<file path="src/rtl/hazard_pkg.sv">
// Shared definitions for the hazard scoreboard: instruction kind encoding,
// stall_cause bit positions and the per-kind result latency.
package hazard_pkg;

  typedef enum logic [1:0] {
    KIND_ALU  = 2'b00,
    KIND_LOAD = 2'b01,
    KIND_MUL  = 2'b10,
    KIND_RSVD = 2'b11
  } kind_e;

  localparam int CAUSE_RAW    = 0;
  localparam int CAUSE_WAW    = 1;
  localparam int CAUSE_STRUCT = 2;

  // Reserved kind 11 behaves like an ALU op.
  function automatic int lat(input logic [1:0] kind, input int alu_lat,
                             input int load_lat, input int mul_lat);
    case (kind)
      KIND_LOAD: return load_lat;
      KIND_MUL:  return mul_lat;
      default:   return alu_lat;
    endcase
  endfunction

endpackage

</file>
<file path="src/rtl/hz_cnt.sv">
// Saturating down-counter with parallel load and hold, async cleared.
// One instance per register plus one tracking multiplier occupancy.
module hz_cnt #(
  parameter int W = 3
) (
  input  logic         clk,
  input  logic         rst_n,
  input  logic         en,
  input  logic         load,
  input  logic [W-1:0] load_val,
  output logic [W-1:0] count
);

  // Load wins over the decrement; en=0 freezes the counter entirely.
  always_ff @(posedge clk or negedge rst_n) begin
    if (!rst_n) begin
      count <= '0;
    end else if (en) begin
      if (load)
        count <= load_val;
      else if (count != '0)
        count <= count - 1'b1;
    end
  end

endmodule

</file>
<file path="src/rtl/hazard_scoreboard.sv">
// ID-stage hazard unit: per-register countdown scoreboard detecting RAW, WAW
// and multiplier structural hazards, plus a saturating bubble statistic.
module hazard_scoreboard
  import hazard_pkg::*;
#(
  parameter int REG_AW   = 3,
  parameter int ALU_LAT  = 1,
  parameter int LOAD_LAT = 2,
  parameter int MUL_LAT  = 4,
  parameter int EX_SLACK = 1,
  parameter int ZERO_REG = 1,
  parameter int STAT_W   = 16
) (
  input  logic              clk,
  input  logic              rst_n,
  input  logic              ext_stall,
  input  logic              id_valid,
  input  logic [REG_AW-1:0] id_rs,
  input  logic [REG_AW-1:0] id_rt,
  input  logic              id_use_rs,
  input  logic              id_use_rt,
  input  logic              id_is_branch,
  input  logic              id_wr_en,
  input  logic [REG_AW-1:0] id_rd,
  input  logic [1:0]        id_kind,
  input  logic              stat_clr,
  output logic              ctrl_flush,
  output logic              pc_write,
  output logic              id_write,
  output logic [2:0]        stall_cause,
  output logic [STAT_W-1:0] stall_count
);

  localparam int NREG    = 2 ** REG_AW;
  localparam int MAX_AL  = (ALU_LAT > LOAD_LAT) ? ALU_LAT : LOAD_LAT;
  localparam int MAX_LAT = (MAX_AL > MUL_LAT) ? MAX_AL : MUL_LAT;
  localparam int LW      = $clog2(MAX_LAT + 1);
  localparam logic [STAT_W-1:0] STAT_MAX = '1;

  logic [LW-1:0] cnt [NREG];
  logic [LW-1:0] mul_cnt;
  logic [2:0]    cause;
  logic          stall;
  logic          issue;
  int            need;
  int            kind_lat;
  logic          rs_hit;
  logic          rt_hit;

  assign need     = id_is_branch ? 0 : EX_SLACK;
  assign kind_lat = lat(id_kind, ALU_LAT, LOAD_LAT, MUL_LAT);

  // With ZERO_REG, r0 never carries a pending result, so it is never a source.
  assign rs_hit = id_use_rs && !(ZERO_REG != 0 && id_rs == '0) && (int'(cnt[id_rs]) > need);
  assign rt_hit = id_use_rt && !(ZERO_REG != 0 && id_rt == '0) && (int'(cnt[id_rt]) > need);

  always_comb begin
    cause               = '0;
    cause[CAUSE_RAW]    = id_valid && (rs_hit || rt_hit);
    cause[CAUSE_WAW]    = id_valid && id_wr_en && (int'(cnt[id_rd]) > kind_lat);
    cause[CAUSE_STRUCT] = id_valid && (id_kind == KIND_MUL) && (int'(mul_cnt) > 1);
  end

  assign stall = |cause;
  assign issue = id_valid && !stall && !ext_stall;

  // Outputs are forced to the free-running values while reset is asserted.
  assign stall_cause = rst_n ? cause : '0;
  assign ctrl_flush  = rst_n && stall && !ext_stall;
  assign pc_write    = !rst_n || !(stall || ext_stall);
  assign id_write    = pc_write;

  for (genvar r = 0; r < NREG; r++) begin : g_cnt
    logic ld;
    assign ld = issue && id_wr_en && (id_rd == REG_AW'(r)) && !(ZERO_REG != 0 && r == 0);
    hz_cnt #(.W(LW)) u_cnt (
      .clk      (clk),
      .rst_n    (rst_n),
      .en       (!ext_stall),
      .load     (ld),
      .load_val (LW'(kind_lat)),
      .count    (cnt[r])
    );
  end

  hz_cnt #(.W(LW)) u_mul_cnt (
    .clk      (clk),
    .rst_n    (rst_n),
    .en       (!ext_stall),
    .load     (issue && (id_kind == KIND_MUL)),
    .load_val (LW'(MUL_LAT)),
    .count    (mul_cnt)
  );

  // stat_clr takes priority over a coincident flush.
  always_ff @(posedge clk or negedge rst_n) begin
    if (!rst_n)
      stall_count <= '0;
    else if (stat_clr)
      stall_count <= '0;
    else if (ctrl_flush && stall_count != STAT_MAX)
      stall_count <= stall_count + 1'b1;
  end

endmodule

</file>
<file path="config.mk">
export PLATFORM = sky130hd
export DESIGN_NAME = hazard_scoreboard
export DESIGN_NICKNAME = d
export VERILOG_FILES = /design/src/rtl/hazard_pkg.sv /design/src/rtl/hz_cnt.sv /design/src/rtl/hazard_scoreboard.sv
export SDC_FILE = /design/constraint.sdc
export NUM_CORES = 1
export LEC_CHECK = 0
export CAP_MARGIN = 20
export CORE_MARGIN = 2
export CORE_UTILIZATION = 27
export CTS_CLUSTER_DIAMETER = 100
export DETAILED_ROUTE_END_ITERATION = 6
export PLACE_DENSITY_LB_ADDON = 0.2
export SLEW_MARGIN = 30
export SYNTH_ARGS = -nofsm -noshare
export SYNTH_HDL_FRONTEND = slang
export SYNTH_SLANG_ARGS = --single-unit
</file>
<file path="constraint.sdc">
create_clock -name clk -period 3.55 [get_ports clk]
set_input_delay 0.355 -clock clk [delete_from_list [all_inputs] [get_ports clk]]
set_output_delay 0.355 -clock clk [all_outputs]
set_load 0.02 [all_outputs]
</file>
==> run summary, run 1 <==
status - finished, final reports clean
FILL cells - 1302
Tot Pwr - 2.74 mW
vias per cell - 5.11
# IOs - 42
vias - 3163
area leader, netlist - dfrtp_1
Cells after DPL - 609
relative slew slack - 55.2%
CP Data Required Time - 3190 ps
flop-to-flop setup slack - 320 ps
post-synth top area share - 31.2%
Post-Route Setup TNS - 0 ps
Die Y-Extent - 117 um
worst-path cell chain - inv_1, mux4_2, o21ai_0, ha_1, nor2b_1, o21a_1, o21a_1, buf_4, and2_1, clkdlybuf4s50_1
Clock power frac - 17.8%
DP Wirelength - 7.55 mm
Final Core Density - 35.1%
crit share post-route - 95.0%
share of cells above drive strength 1 - 16.1%
HP Class - input pin to asynchronous set/reset pin
Routed WL - 9.92 mm
DRC - 0
CP most frequent cell - o21a_1
clock buffer depth - 2
initial DRC count - 235
Cell variety after synth - 52
min Tclk post-route - 3370 ps
internal power - 1.63 mW
Port Buf Inserts - 41
CP endpoint kind - primary output
Setup violations, final - 0
r2r endpoint - g_cnt[4].u_cnt.count[1]
Root Driver - clkbuf_16
Setup crit end - stall_cause[1]
Leakage - 1.94 nW
Sw Share - 40.5%
CTS H-tree depth - 2
Final Hold Viols - 0
Synth Cell Area - 3450 um2
Site Rows - 41
worst vdd ir - 240 uV
CTS tree - built
first-pass GRT wire length - 16.2 mm
cell area power density - 622 nW/um2
fin cells - 619
footprint of the multi-input gates - 2170 um2
slowest stage delay, CP - 530 ps
Layout Nets - 493
ranking of synthesized cells by area - dfrtp_1 31%, ha_1 9.8%, mux4_2 6.5%
Worst-path clk slew - 70 ps
kind of critical path - register to primary output
Num CTS Buffers - 5
CP max stage cell - clkdlybuf4s50_1
max-slew violations - 0
Routed Antenna Nets - 0
max-cap violations - 0
Max FO, Critical Path - 4
syn_nets - 428
sequential share of the synthesized area - 31.2%
core area - 12600 um2
Avg Cell Area, Syn - 9.05 um2
Comb pwr share - 52.6%
WL per Instance - 16.0 um
CP arrival - 3020 ps
Net Sw Power - 1.11 mW
vias in the first global route - 3081
R2R depth - 14
design area - 4410 um2
GRT Total Usage - 15.6%
EDFF count, synth - 0
initial antenna violation count - 0
Reg power frac - 29.6%
Seq cells post-synth - 43
clk_lat worst skew - 300 ps
global placer's final weighted congestion - 0.840
antenna cell count - 0
R2R Path Start - g_cnt[1].u_cnt.count[1]
total grt overflow - 0
most common cell in the netlist - dfrtp_1
asr flop ratio synth - 100%
RSZ-0062 raised after global routing - yes
Area Growth Syn to Fin - 27.8%
ys flop type - dfrtp_1
Worst-Margin Slew - 669 ps
Initial Utilization - 27.4%
die span in x - 117 um
sequential cell area - 1080 um2
DRT Pass-1 Iters - 6
hold_buf cts - 0
FMAX - 0.297 GHz
cell area after placement - 4250 um2
crit path launch - g_cnt[1].u_cnt.count[1]
CTS Sinks - 43
Critical Path Start Type - register
largest net degree at the start of global routing - 43
die area - 13700 um2
Mapped Cells - 381
Fin Clk Skew - 6.35 ps
Ys Warns - 0
top post-synthesis cells by count - 43 x dfrtp_1, 31 x inv_1, 29 x nor2_1
==> final cells by class <==
class	instances	share of cell area, %
Sequential cell	43	24.4
Tap cell	172	4.88
Clock inverter	3	0.539
Clock buffer	5	2.84
Multi-Input combinational cell	287	49.2
Inverter	31	2.64
Timing Repair Buffer	78	15.5
==> worst min path at each step <==
stage / end / slack, ps / cells after the start
CTS: u_mul_cnt.count[1] / 10 / 1
floorplan: g_cnt[0].u_cnt.count[0] / 60 / 0
global route: u_mul_cnt.count[1] / 40 / 1
finish: u_mul_cnt.count[1] / 6 / 1
detailed placement: u_mul_cnt.count[1] / 340 / 1
global placement: u_mul_cnt.count[1] / 330 / 1
==> stage by stage <==
stage | setup WS (ps) | hold slack (ps)
after global placement | -646 | 332
after detailed placement | -571 | 339
after floorplan | 65.1 | 59.4
after CTS | 7.48 | 11.0
after global routing | -27.0 | 39.1
final | 178 | 6.00
==> power by group through the flow <==
stage	Clock [mW]	Combinational (mW)	Sequential, mW
2_1_floorplan	0	0.976	0.785
3_3_place_gp	0	1.38	0.824
3_5_place_dp	0	1.42	0.824
4_1_cts	0.509	1.43	0.810
5_1_grt	0.526	1.64	0.835
6_report	0.487	1.44	0.812
==> sequential cells by signal, summed over array words and instances (netlist names) <==
register and flops:
g_cnt.u_cnt.count 24, stall_count 16, u_mul_cnt.count 3
==> critical path, delay by kind of cell (launching register included) <==
kind	cells	cell delay [ps]
AND/OR/NAND/NOR	2	280
adder cells (fa/ha/maj)	1	270
flip-flops	1	380
multiplexers	1	460
AO/OA/AOI/OAI	3	560
buffers and inverters	3	770
==> per-layer routing <==
metal	GRT usage, %	up-vias	wire [um]
met1	21.7	1541	4780
li1	-	1526	-
met2	24.8	81	4490
met4	4.94	0	181
met3	2.63	15	465
met5	0	-	0
==> cells by family (layout without fill, tap and decap cells) <==
| logic type | count (synthesis) | after routing | share of synthesized area (%) |
|---|---|---|---|
| simple gates | 136 | 136 | 21.9 |
| compound gates | 87 | 87 | 15.9 |
| buf+inv | 51 | 117 | 6.46 |
| flops | 43 | 43 | 31.2 |
| mux | 34 | 34 | 14.0 |
| fa+ha+maj | 27 | 27 | 9.79 |
| xor+xnor | 3 | 3 | 0.762 |
==> placed cells by master (no fill, tap or decap), types with 6 or more instances in the layout <==
cell,count
nor3_1,9
nand3_1,14
inv_1,31
nand2_1,15
o21ai_0,15
o21ai_1,7
o22ai_1,15
ha_1,27
mux2i_1,21
dfrtp_1,43
clkdlybuf4s50_1,33
nand4_1,6
a21oi_1,24
nor2b_1,14
mux4_2,10
or4_1,7
buf_4,36
nor2_1,29
or3_1,7
==> what timing repair did <==
action                     CTS  global route
setup buffers                1             1
resized for setup           12            10
setup endpoints to repair   16            24
gates cloned                 0             0
Power figures use the tool's default switching activity.
==> run 2, diff against run 1 <==
==> constraint.sdc (replaced) <==
create_clock -name clk -period 3.1 [get_ports clk]
set_input_delay 0.31 -clock clk [delete_from_list [all_inputs] [get_ports clk]]
set_output_delay 0.31 -clock clk [all_outputs]
set_load 0.02 [all_outputs]
==> run 2 against run 1 <==
Compared with the run above:
- global-route usage grew 0.34 points
- highest routed layer unchanged
- critical path type is now register to register
- register-to-register slack lost 320 ps
- clock power grew 15%
- power grew 25%
- die area is the same
- largest power group unchanged
- via count grew 4.6%
==> run summary, run 2 (synthesis gave the netlist of run 1 again) <==
global placer's final weighted congestion - 0.847
total grt overflow - 0
Tot Pwr - 3.43 mW
Final Hold Viols - 0
status - finished, final reports clean
Reg power frac - 25.8%
FMAX - 0.323 GHz
CP Data Required Time - 3340 ps
Setup violations, final - 0
DP Wirelength - 8.06 mm
design area - 4820 um2
Fin Clk Skew - 6.32 ps
max-cap violations - 0
Worst-path clk slew - 70 ps
CP arrival - 3340 ps
vias - 3310
relative slew slack - 68.0%
Sw Share - 39.6%
Initial Utilization - 27.4%
share of cells above drive strength 1 - 27.4%
Layout Nets - 528
kind of critical path - register to register
DRT Pass-1 Iters - 4
antenna cell count - 0
CTS H-tree depth - 2
Critical Path Start Type - register
CP endpoint kind - register
WL per Instance - 16.2 um
CTS tree - built
Site Rows - 41
vias in the first global route - 3205
die span in x - 117 um
worst-path cell chain - mux4_2, mux2i_1, ha_1, or3b_1, o22ai_2, a221o_1, o31a_4, o21ai_4, buf_6, or4_4, a21oi_2
slowest stage delay, CP - 500 ps
commonest cells after routing, fill and taps aside - 62 x buf_4, 43 x dfrtp_1, 31 x inv_1
largest net degree at the start of global routing - 24
DRC - 0
Net Sw Power - 1.36 mW
first-pass GRT wire length - 16.7 mm
Area Growth Syn to Fin - 39.9%
max-slew violations - 0
clock buffer depth - 2
min Tclk post-route - 3100 ps
Largest Register - g_cnt.u_cnt.count
initial antenna violation count - 0
Largest regs - g_cnt.u_cnt.count (24), stall_count (16), u_mul_cnt.count (3)
Leakage - 2.12 nW
FILL cells - 1279
Root Driver - clkbuf_16
cell area power density - 711 nW/um2
initial DRC count - 208
die area - 13700 um2
crit path buf inv count - 1
RSZ-0062 raised after global routing - yes
Routed Antenna Nets - 0
Port Buf Inserts - 41
cell area after placement - 4480 um2
crit share post-route - 99.9%
HP Class - input pin to asynchronous set/reset pin
core area - 12600 um2
Clock power frac - 16.4%
Largest register FFs - 24
Num CTS Buffers - 5
CTS Sinks - 43
Comb pwr share - 57.8%
worst vdd ir - 292 uV
Routed WL - 10.6 mm
Worst-Margin Slew - 479 ps
CP max stage cell - mux4_2
# IOs - 42
commonest non-fill, non-tap cell in the layout - buf_4
CP top delay family - simple AND/OR/NAND/NOR gates
Max FO, Critical Path - 6
clk_lat worst skew - 300 ps
vias per cell - 5.06
internal power - 2.07 mW
Die Y-Extent - 117 um
GRT Total Usage - 15.9%
## run 2: power groups by stage
stage               Clock, mW  Combinational [mW]  Sequential, mW
finish                  0.561                1.98           0.885
floorplan                   0                1.12           0.899
global route            0.607                2.21           0.911
global placement            0                1.83           0.897
detailed placement          0                1.89           0.896
CTS                     0.582                1.91           0.887
## run 2: routing by layer
layer	share of wire [%]	global-route usage, %
met1	48	21.5
met5	0	0
met4	1.2	4.16
met3	4.9	3.45
met2	46	26.1
## run 2: final cells by class
class,count,area (um2),share of cell area [%]
clock inverter,3,23.8,0.493
sequential,43,1080,22.3
clock buffer,5,125,2.59
tap,172,215,4.46
inverter,31,116,2.41
multi-input combinational,287,2280,47.2
timing repair buffer,113,991,20.5
## run 2: final timing paths
path	startpoint	endpoint	slack, ps	depth (start not counted)
max	g_cnt[7].u_cnt.count[0]	stall_count[15]	3	11
min	rst_n	stall_count[15]	490	2
max reg2reg	g_cnt[7].u_cnt.count[0]	stall_count[15]	3	11
min reg2reg	g_cnt[0].u_cnt.count[1]	g_cnt[0].u_cnt.count[1]	540	2
min in group clk	g_cnt[0].u_cnt.count[1]	g_cnt[0].u_cnt.count[1]	540	2
max in group asynchronous	rst_n	g_cnt[6].u_cnt.count[2]	1990	3
## run 2: timing repair
| action | 4_1_cts | 5_1_grt |
|---|---|---|
| hold endpoints to repair | 14 | 0 |
| hold buffers | 1 | 0 |
| gates cloned | 1 | 1 |
| buffers inserted | 0 | 4 |
| pin swaps | 11 | 23 |
| resized for setup | 39 | 37 |
| endpoints found under the setup margin | 45 | 43 |
## run 2: through the flow
stage / instances / util [%] / worst slack, ps / setup TNS [ps] / hold WS, ps
floorplan: 381 / - / 0.791 / 0 / 14.4
global placement: 639 / 35.6 / -806 / -25020 / 302
detailed placement: 639 / 35.6 / -833 / -26240 / 303
CTS: 649 / 37.0 / -42.5 / -122 / 514
global route: 654 / 38.4 / -114 / -934 / 544
finish: 654 / 38.4 / 3.37 / 0 / 495
==> run 3, diff against run 2 <==
--- a/config.mk
+++ b/config.mk
@@ -6,6 +6,7 @@
 export NUM_CORES = 1
 export LEC_CHECK = 0
 export CAP_MARGIN = 20
+export CORE_ASPECT_RATIO = 1.4
 export CORE_MARGIN = 2
 export CORE_UTILIZATION = 27
 export CTS_CLUSTER_DIAMETER = 100
==> run 3 against run 2 <==
Compared with the run above:
- the flow now finishes with violations (negative setup slack)
- cell count down 3.4%
- power up 3.2%
- worst hold slack better by 13 ps
- first-iteration DRC count down 43%
- critical path type is now register to primary output
- highest routed layer unchanged
==> run summary, run 3 (synthesis gave the netlist of run 1 again) <==
first-pass GRT wire length - 17.4 mm
Final Core Density - 39.7%
Critical Path Start Type - register
CTS Sinks - 43
die area - 13700 um2
min Tclk post-route - 3140 ps
CTS tree - built
CTS H-tree depth - 2
Routed WL - 10.5 mm
cell area after placement - 4440 um2
Final Hold Viols - 0
Setup violations, final - 9
Port Buf Inserts - 41
Worst-Margin Slew - 798 ps
CP max stage cell - mux4_2
Largest regs - g_cnt.u_cnt.count (24), stall_count (16), u_mul_cnt.count (3)
fin cells - 632
DRC - 0
max-cap violations - 0
slowest stage delay, CP - 460 ps
Setup WS pre-CTS - -823 ps
max-slew violations - 0
clock buffer depth - 2
kind of critical path - register to primary output
Die Y-Extent - 138 um
commonest cells after routing, fill and taps aside - 60 x buf_4, 43 x dfrtp_1, 31 x inv_1
Site Rows - 48
clk_lat worst skew - 290 ps
worst-path cell chain - mux4_2, mux2i_1, ha_1, or3b_1, o22ai_1, a221o_1, o31a_4, o31ai_4, buf_6
initial antenna violation count - 0
Cells after DPL - 614
WL per Instance - 16.7 um
crit share post-route - 101%
# IOs - 42
total grt overflow - 0
core area - 12400 um2
FMAX - 0.319 GHz
commonest non-fill, non-tap cell in the layout - buf_4
violated checks - negative setup slack
share of cells above drive strength 1 - 28.2%
vias - 3279
initial DRC count - 118
Worst-path clk slew - 70 ps
sequential cell area - 1080 um2
Fin Clk Skew - 7.96 ps
RSZ-0062 raised after global routing - yes
CP arrival - 2830 ps
relative slew slack - 46.7%
Tot Pwr - 3.54 mW
largest net degree at the start of global routing - 31
Post-Route Hold Slack - 507 ps
Initial Utilization - 27.7%
cell area power density - 718 nW/um2
Leakage - 2.18 nW
vias in the first global route - 3372
Max FO, Critical Path - 4
vias per cell - 5.19
design area - 4930 um2
Post-Route Setup TNS - -171 ps
FILL cells - 1222
DRT Pass-1 Iters - 4
worst vdd ir - 325 uV
Num CTS Buffers - 5
Root Driver - clkbuf_16
Largest register FFs - 24
worst setup margin - -39.6 ps
status - finished with violations
die span in x - 99.5 um
CP endpoint kind - primary output
DP Wirelength - 8.10 mm
HP Class - input pin to asynchronous set/reset pin
Routed Antenna Nets - 0
CP top delay family - compound AO/OA/AOI/OAI gates
Area Growth Syn to Fin - 43.0%
Layout Nets - 528
crit path buf inv count - 1
GRT Total Usage - 16.2%
footprint of the multi-input gates - 2340 um2
antenna cell count - 0
CP Data Required Time - 2790 ps
global placer's final weighted congestion - 0.869
Largest Register - g_cnt.u_cnt.count
## run 3: cell count changes in the layout (fill, tap and decap cells not counted), moves of 2 or more
cell,previous run,this run
nand3_4,0,5
buf_12,1,3
nand3_2,2,0
nand3_1,12,9
o31ai_1,5,2
mux2i_2,2,0
mux2i_1,19,21
o31ai_2,0,3
buf_4,62,60
o21ai_0,14,12
buf_16,0,2
clkbuf_2,0,2
buf_6,12,10
## run 3: path summary, 6_finish.rpt
path                                    startpoint                      end  slack [ps]  cells past startpoint
setup / recovery           g_cnt[4].u_cnt.count[0]                 id_write         -40                      9
hold / removal                               rst_n          stall_count[13]         510                      2
setup reg to reg           g_cnt[4].u_cnt.count[0]           stall_count[3]         -30                     12
hold reg to reg            g_cnt[0].u_cnt.count[1]  g_cnt[0].u_cnt.count[1]         540                      2
max in group asynchronous                    rst_n  g_cnt[7].u_cnt.count[1]        1810                      3
min in group clk           g_cnt[0].u_cnt.count[1]  g_cnt[0].u_cnt.count[1]         540                      2
## run 3: power breakdown
part | internal, mW | total (mW) | leakage, nW | switching (mW)
registers | 0.745 | 0.897 | 0.545 | 0.153
logic | 1.06 | 2.02 | 1.56 | 0.961
clock network | 0.383 | 0.627 | 0.0804 | 0.244
total | 2.18 | 3.54 | 2.18 | 1.36
## run 3: repair_timing
item | 4_1_cts | 5_1_grt
hold buffers | 1 | 0
gates resized for setup | 34 | 50
endpoints found under the setup margin | 45 | 43
buffers inserted | 1 | 6
cloned | 2 | 0
endpoints found under the hold margin | 13 | 0
pin swaps | 10 | 20
## run 3: final cells by class
type                       count  share of cell area (%)
sequential                    43                    21.8
multi-input combinational    287                    47.5
timing repair buffer         113                    21.0
inverter                      31                    2.36
clock inverter                 3                   0.939
tap                          150                    3.81
clock buffer                   5                    2.54
## run 3: routing by layer
layer | vias to the layer above | global-route usage (%) | routed length (um)
met2 | 63 | 30.6 | 5650
met5 | - | 0 | 0
met4 | 0 | 4.79 | 202
li1 | 1590 | - | -
met3 | 12 | 2.33 | 304
met1 | 1614 | 18.7 | 4370
